## src/rtl/wb_common_pkg.sv

```systemverilog
// Shared Wishbone definitions: cycle-type and burst-extension codes, plus the
// state encoding of the burst slave FSM.
package wb_common_pkg;

  // Cycle type identifier (wb_cti_i)
  typedef enum logic [2:0] {
    CTI_CLASSIC = 3'b000,
    CTI_CONST   = 3'b001,
    CTI_INCR    = 3'b010,
    CTI_EOB     = 3'b111
  } cti_e;

  // Burst type extension (wb_bte_i)
  typedef enum logic [1:0] {
    BTE_LINEAR = 2'b00,
    BTE_WRAP4  = 2'b01,
    BTE_WRAP8  = 2'b10,
    BTE_WRAP16 = 2'b11
  } bte_e;

  // Slave FSM states; also presented on the dbg_state output
  typedef enum logic [1:0] {
    ST_IDLE  = 2'd0,
    ST_WAIT  = 2'd1,
    ST_ACK   = 2'd2,
    ST_BURST = 2'd3
  } state_e;

  // Width of the wait-state counter (WAIT_STATES is at most 15)
  localparam int WAIT_CNT_W = 4;

endpackage

```

## src/rtl/wb_burst_addr_gen.sv

```systemverilog
// Next-word-address generator for incrementing bursts. Only the low bits
// selected by the wrap size advance; linear bursts flag an overflow when
// stepping past the last word of the array.
module wb_burst_addr_gen
  import wb_common_pkg::*;
#(
  parameter int AIW = 4
) (
  input  logic [AIW-1:0] cur_adr,
  input  logic [1:0]     bte,
  output logic [AIW-1:0] next_adr,
  output logic           ovf
);

  logic [AIW-1:0] inc_adr;
  logic [AIW-1:0] wrap_mask;

  // Select which address bits may change, then merge the incremented bits in
  always_comb begin
    inc_adr   = cur_adr + AIW'(1);
    wrap_mask = '1;
    ovf       = 1'b0;
    case (bte)
      BTE_LINEAR: begin
        wrap_mask = '1;
        ovf       = (cur_adr == '1);
      end
      BTE_WRAP4:  wrap_mask = AIW'(3);
      BTE_WRAP8:  wrap_mask = AIW'(7);
      BTE_WRAP16: wrap_mask = AIW'(15);
      default:    wrap_mask = '1;
    endcase
    next_adr = (cur_adr & ~wrap_mask) | (inc_adr & wrap_mask);
  end

endmodule

```

## src/rtl/wb_burst_slave_mem.sv

```systemverilog
// Wishbone B4 register-array slave with classic and incrementing-burst
// support, programmable wait states before the first beat, and error
// termination for misaligned accesses and linear bursts running off the end.
//
// Handshake: a beat completes on a cycle where cyc and stb are high and the
// FSM is in ACK or BURST; that cycle carries exactly one of ack/err, both
// combinationally gated by cyc/stb so a dropped strobe or cycle suppresses
// termination immediately. Read data is driven only on acked beats.
module wb_burst_slave_mem
  import wb_common_pkg::*;
#(
  parameter int DW          = 32,
  parameter int AW          = 32,
  parameter int DEPTH       = 16,
  parameter int WAIT_STATES = 0
) (
  input  logic            wb_clk,
  input  logic            wb_rst,
  input  logic [AW-1:0]   wb_adr_i,
  input  logic [DW-1:0]   wb_dat_i,
  input  logic [DW/8-1:0] wb_sel_i,
  input  logic            wb_we_i,
  input  logic            wb_cyc_i,
  input  logic            wb_stb_i,
  input  logic [2:0]      wb_cti_i,
  input  logic [1:0]      wb_bte_i,
  output logic [DW-1:0]   wb_dat_o,
  output logic            wb_ack_o,
  output logic            wb_err_o,
  output logic            wb_rty_o,
  output logic [1:0]      dbg_state
);

  localparam int LB  = $clog2(DW/8);
  localparam int MB  = (LB == 0) ? 1 : LB;
  localparam int AIW = $clog2(DEPTH);
  localparam logic [WAIT_CNT_W-1:0] WAIT_LAST =
    (WAIT_STATES > 0) ? WAIT_CNT_W'(WAIT_STATES - 1) : '0;

  state_e                state_q, state_d;
  logic [WAIT_CNT_W-1:0] wait_q, wait_d;
  logic [AIW-1:0]        adr_q, adr_d;
  logic                  mis_q, mis_d;
  logic                  ovf_q, ovf_d;
  logic [DW-1:0]         mem [DEPTH];

  logic [AIW-1:0] adr_idx;
  logic           adr_mis;
  logic [AIW-1:0] gen_next;
  logic           gen_ovf;
  logic           beat;
  logic           beat_err;
  logic           mem_we;
  logic           unused_adr;

  assign adr_idx    = wb_adr_i[LB+AIW-1:LB];
  assign adr_mis    = (LB == 0) ? 1'b0 : |wb_adr_i[MB-1:0];
  assign unused_adr = ^wb_adr_i;

  wb_burst_addr_gen #(
    .AIW (AIW)
  ) u_addr_gen (
    .cur_adr  (adr_q),
    .bte      (wb_bte_i),
    .next_adr (gen_next),
    .ovf      (gen_ovf)
  );

  // Termination and read-data decode from the registered beat context
  always_comb begin
    beat     = wb_cyc_i & wb_stb_i & ((state_q == ST_ACK) | (state_q == ST_BURST));
    beat_err = mis_q | ovf_q;
    wb_ack_o = beat & ~beat_err;
    wb_err_o = beat & beat_err;
    wb_rty_o = 1'b0;
    mem_we   = wb_ack_o & wb_we_i;
    wb_dat_o = wb_ack_o ? mem[adr_q] : '0;
    dbg_state = state_q;
  end

  // Next-state logic: capture the access in IDLE, count wait states, then
  // terminate once (classic) or every strobed cycle (incrementing burst)
  always_comb begin
    state_d = state_q;
    wait_d  = wait_q;
    adr_d   = adr_q;
    mis_d   = mis_q;
    ovf_d   = ovf_q;
    case (state_q)
      ST_IDLE: begin
        if (wb_cyc_i && wb_stb_i) begin
          adr_d   = adr_idx;
          mis_d   = adr_mis;
          ovf_d   = 1'b0;
          wait_d  = '0;
          state_d = (WAIT_STATES > 0) ? ST_WAIT : ST_ACK;
        end
      end
      ST_WAIT: begin
        if (!wb_cyc_i) begin
          state_d = ST_IDLE;
          wait_d  = '0;
        end else if (wait_q == WAIT_LAST) begin
          state_d = ST_ACK;
          wait_d  = '0;
        end else begin
          wait_d = wait_q + 1'b1;
        end
      end
      ST_ACK, ST_BURST: begin
        if (!wb_cyc_i) begin
          state_d = ST_IDLE;
        end else if (wb_stb_i) begin
          if (wb_cti_i == CTI_INCR) begin
            state_d = ST_BURST;
            adr_d   = gen_next;
            ovf_d   = ovf_q | gen_ovf;
          end else begin
            state_d = ST_IDLE;
          end
        end
      end
      default: state_d = ST_IDLE;
    endcase
  end

  // FSM and beat-context registers
  always_ff @(posedge wb_clk or negedge wb_rst) begin
    if (!wb_rst) begin
      state_q <= ST_IDLE;
      wait_q  <= '0;
      adr_q   <= '0;
      mis_q   <= 1'b0;
      ovf_q   <= 1'b0;
    end else begin
      state_q <= state_d;
      wait_q  <= wait_d;
      adr_q   <= adr_d;
      mis_q   <= mis_d;
      ovf_q   <= ovf_d;
    end
  end

  // Storage: byte-lane masked writes on acked write beats only
  always_ff @(posedge wb_clk or negedge wb_rst) begin
    if (!wb_rst) begin
      for (int i = 0; i < DEPTH; i++) mem[i] <= '0;
    end else if (mem_we) begin
      for (int b = 0; b < DW/8; b++) begin
        if (wb_sel_i[b]) mem[adr_q][8*b +: 8] <= wb_dat_i[8*b +: 8];
      end
    end
  end

endmodule
```

## config.mk

```make
export PLATFORM = sky130hd
export DESIGN_NAME = wb_burst_slave_mem
export DESIGN_NICKNAME = d
export VERILOG_FILES = /design/src/rtl/wb_common_pkg.sv /design/src/rtl/wb_burst_addr_gen.sv /design/src/rtl/wb_burst_slave_mem.sv
export SDC_FILE = /design/constraint.sdc
export NUM_CORES = 1
export LEC_CHECK = 0
export ABC_AREA = 0
export CAP_MARGIN = 20
export CORE_ASPECT_RATIO = 1.4
export CORE_MARGIN = 5
export CORE_UTILIZATION = 55
export DETAILED_ROUTE_END_ITERATION = 10
export HOLD_SLACK_MARGIN = 0.08
export PLACE_DENSITY = 0.87
export SKIP_CTS_REPAIR_TIMING = 1
export SLEW_MARGIN = 30
export SYNTH_ARGS = -nofsm -noshare
export SYNTH_HDL_FRONTEND = slang
export SYNTH_SLANG_ARGS = --single-unit
```

## constraint.sdc

```tcl
create_clock -name wb_clk -period 2.34 [get_ports wb_clk]
set_input_delay 0.468 -clock wb_clk [delete_from_list [all_inputs] [get_ports wb_clk]]
set_output_delay 0.468 -clock wb_clk [all_outputs]
set_load 0.01 [all_outputs]
```

==> impl_metrics.py <==
metrics = {
    "floorplanning": {
        "die-height_um": 259,
        "ios": 115,
        "dieArea_mm2": 0.0487,
        "die_w_um": 188,
        "core_area_mm2": 0.0439,
        "initial_utilization_pct": 55.5,
        "rows": 91,
    },
    "worst_setup_path": {
        "path_max_fanout": 8,
        "crit_type": "register to output pin",
        "endpoint_kind": "output pin",
        "start_kind": "register",
        "required_ns": 1.87,
        "cp.arrival_ns": 2.62,
    },
    "yosys": {
        "ys_top_cells_by_area": "dfrtp_1, mux2_2, mux4_2, nor2_8, a221o_1",
        "synth_area_mm2": 0.0244,
        "synth_flop_cell": "dfrtp_1",
        "synth_cells": 1481,
        "synth_edf_count": 0,
        "ys_ff_latch": 524,
        "syn_nets": 1567,
        "synth_top_area_share_pct": 53.7,
        "postSynthAreaPerCell_um2": 16.5,
        "seq_area_frac_synth_pct": 53.7,
        "ys_types": 41,
        "yosys_warnings": 0,
        "yosysTopAreaCell": "dfrtp_1",
        "async_flop_share_pct": 100,
    },
    "sta": {
        "fmax_ghz": 0.324,
        "drv_slew": 0,
        "finalCritPeriodShare_pct": 132,
        "slew_headroom_pct": 60.5,
        "grt_setup_unrepaired": "true",
        "period_minus_slack_ns": 3.09,
        "fin_setup_tns_ns": -33.26,
        "skew_ns": 0.0225,
        "hold_viol_final": 0,
        "max_slew.worst_pin.slew_ns": 0.591,
        "layout_setup_ws_ns": -0.748,
        "setup_viol": 301,
    },
    "cts": {
        "clock_latency_ns": 0.58,
        "clock-sinks": 524,
        "numCtsBuffers": 48,
        "cts_tree": "done",
        "htreeDepth": 2,
        "clock_tree.root_cell": "clkbuf_16",
        "clk_pin_slew_worst_paths_ns": 0.06,
        "clockBufferDepth": 3,
    },
    "layout": {
        "final_common_cell": "dfrtp_1",
        "register_area_mm2": 0.0131,
        "syn2layout_area_growth_pct": 20.0,
        "post_route_cells_drive_above_1_share_pct": 58.1,
        "fill_cells": 2781,
        "utilization_pct": 66.6,
        "layout_common_cells": "dfrtp_1, mux2_2, mux4_2",
        "final_cells": 2294,
        "nets": 1783,
        "multi_input_area_mm2": 0.0110,
    },
    "outcome": {
        "status": "complete, but fails checks",
        "violations": "setup timing",
    },
    "routing": {
        "dr_total_vias": 14500,
        "dr.first_iter.drc_count": 1079,
        "vias_per_cell": 6.32,
        "drc_errors": 0,
        "wirelength_um": 62700,
        "detail_route.wl_per_cell_um": 27.3,
        "antenna_left": 0,
        "drt_pass1_iterations": 5,
    },
    "place": {
        "placedCellCount": 2172,
        "dp_hpwl_um": 39200,
        "place.gp.congestion": 0.828,
        "portBuffers": 87,
        "dp_slack_ns": -1.02,
    },
    "grt": {
        "grt_pass1_wl_um": 93400,
        "overflow": 0,
        "grt_max_degree": 93,
        "antenna_found_initial": 2,
        "grt_usage_pct": 24.6,
        "grt_pass1_vias": 15900,
    },
    "job": {
        "maxCapViolations": 0,
    },
    "pwr": {
        "p_per_area_mw_per_mm2": 730,
        "power_leakage_nw": 14.7,
        "ir_drop_v": 0.000566,
    },
    "hold_path": {
        "hp-class": "input pin to asynchronous set/reset pin",
    },
}
-- metal layers --
metal	GRT usage [%]	vias up	routed length [µm]	share of wire [%]
li1	-	6042	-	-
met2	41.1	514	32400	52
met3	4.25	156	3650	5.8
met5	0	-	13	0.021
met1	31.5	7774	23500	38
met4	11.6	2	3110	5.0
-- per-stage QoR --
step / cell area [µm²] / hold WS, ns / total power [mW]
after global routing: 29300 / 0.433 / 22.1
after floorplan: 24400 / 0.172 / 11.5
after CTS: 28700 / -0.198 / 20.7
final: 29300 / 0.397 / 21.4
after detailed placement: 27100 / 0.404 / 12.8
after global placement: 27100 / 0.409 / 12.7
-- final timing paths --
| kind | start | endpoint | slack (ns) | cells after the start |
|---|---|---|---|---|
| max | adr_q[1]$_DFFE_PN0P_ | wb_dat_o[10] | -0.75 | 7 |
| min | wb_rst | mem[154]$_DFFE_PN0P_ | 0.40 | 2 |
| max reg2reg | adr_q[1]$_DFFE_PN0P_ | mem[247]$_DFFE_PN0P_ | -0.12 | 10 |
| min reg2reg | mem[10]$_DFFE_PN0P_ | mem[10]$_DFFE_PN0P_ | 0.50 | 1 |
| max in group asynchronous | wb_rst | mem[342]$_DFFE_PN0P_ | 1.07 | 4 |
| min in group wb_clk | mem[10]$_DFFE_PN0P_ | mem[10]$_DFFE_PN0P_ | 0.50 | 1 |
-- power breakdown --
group | internal (mW) | switching (mW) | total, mW
sequential | 9.33 | 0.200 | 9.53
clock | 4.60 | 3.41 | 8.01
combinational | 1.85 | 1.98 | 3.83
-- sequential cells by signal, summed over array words and instances (netlist names), named ones only --
register   count
adr_q          2
dbg_state      2
mem          512
mis_q          1
ovf_q          1
wait_q         4
-- cells by family after synthesis --
logic type	share of synthesized area [%]
compound gates	2.99
mux	35.6
fa+ha+maj	0.410
other cells	0.0154
simple gates	5.50
buf+inv	1.79
flops	53.7
-- worst max-delay path, cell delays in order (launching register included) --
cell     delay, ns
dfrtp_4       0.50
buf_12        0.17
buf_16        0.15
buf_4         0.14
mux4_2        0.42
a22o_1        0.23
a221o_1       0.26
buf_2         0.14
-- final cells by class --
cell class              count  area share [%]
well taps                 558            2.38
clock inverters            16           0.585
flip-flops and latches    524            44.8
multi-input cells         862            37.7
inverters                  11           0.150
repair buffers            250            9.41
diodes                      1         0.00855
clock buffers              72            4.93
-- Yosys cell counts, types with 2 or more instances --
| master | count |
|---|---|
| mux2_2 | 512 |
| nand3_1 | 10 |
| nor2_2 | 24 |
| o21ai_0 | 6 |
| mux4_2 | 128 |
| a221o_1 | 31 |
| a21oi_1 | 5 |
| and3_1 | 2 |
| inv_1 | 11 |
| a311oi_1 | 2 |
| a22o_1 | 31 |
| nor2_1 | 10 |
| nor3_1 | 3 |
| nor2_8 | 40 |
| buf_1 | 2 |
| buf_2 | 16 |
| a41oi_1 | 2 |
| buf_6 | 5 |
| nor4b_2 | 2 |
| nor3b_1 | 2 |
| nand4_4 | 4 |
| buf_4 | 6 |
| clkbuf_1 | 55 |
| nor2b_1 | 3 |
| ha_1 | 8 |
| nand2_1 | 19 |
| dfrtp_1 | 524 |
| a21o_1 | 2 |
| mux2i_1 | 3 |
| or3_1 | 2 |
(Power assumes the default switching activity.)
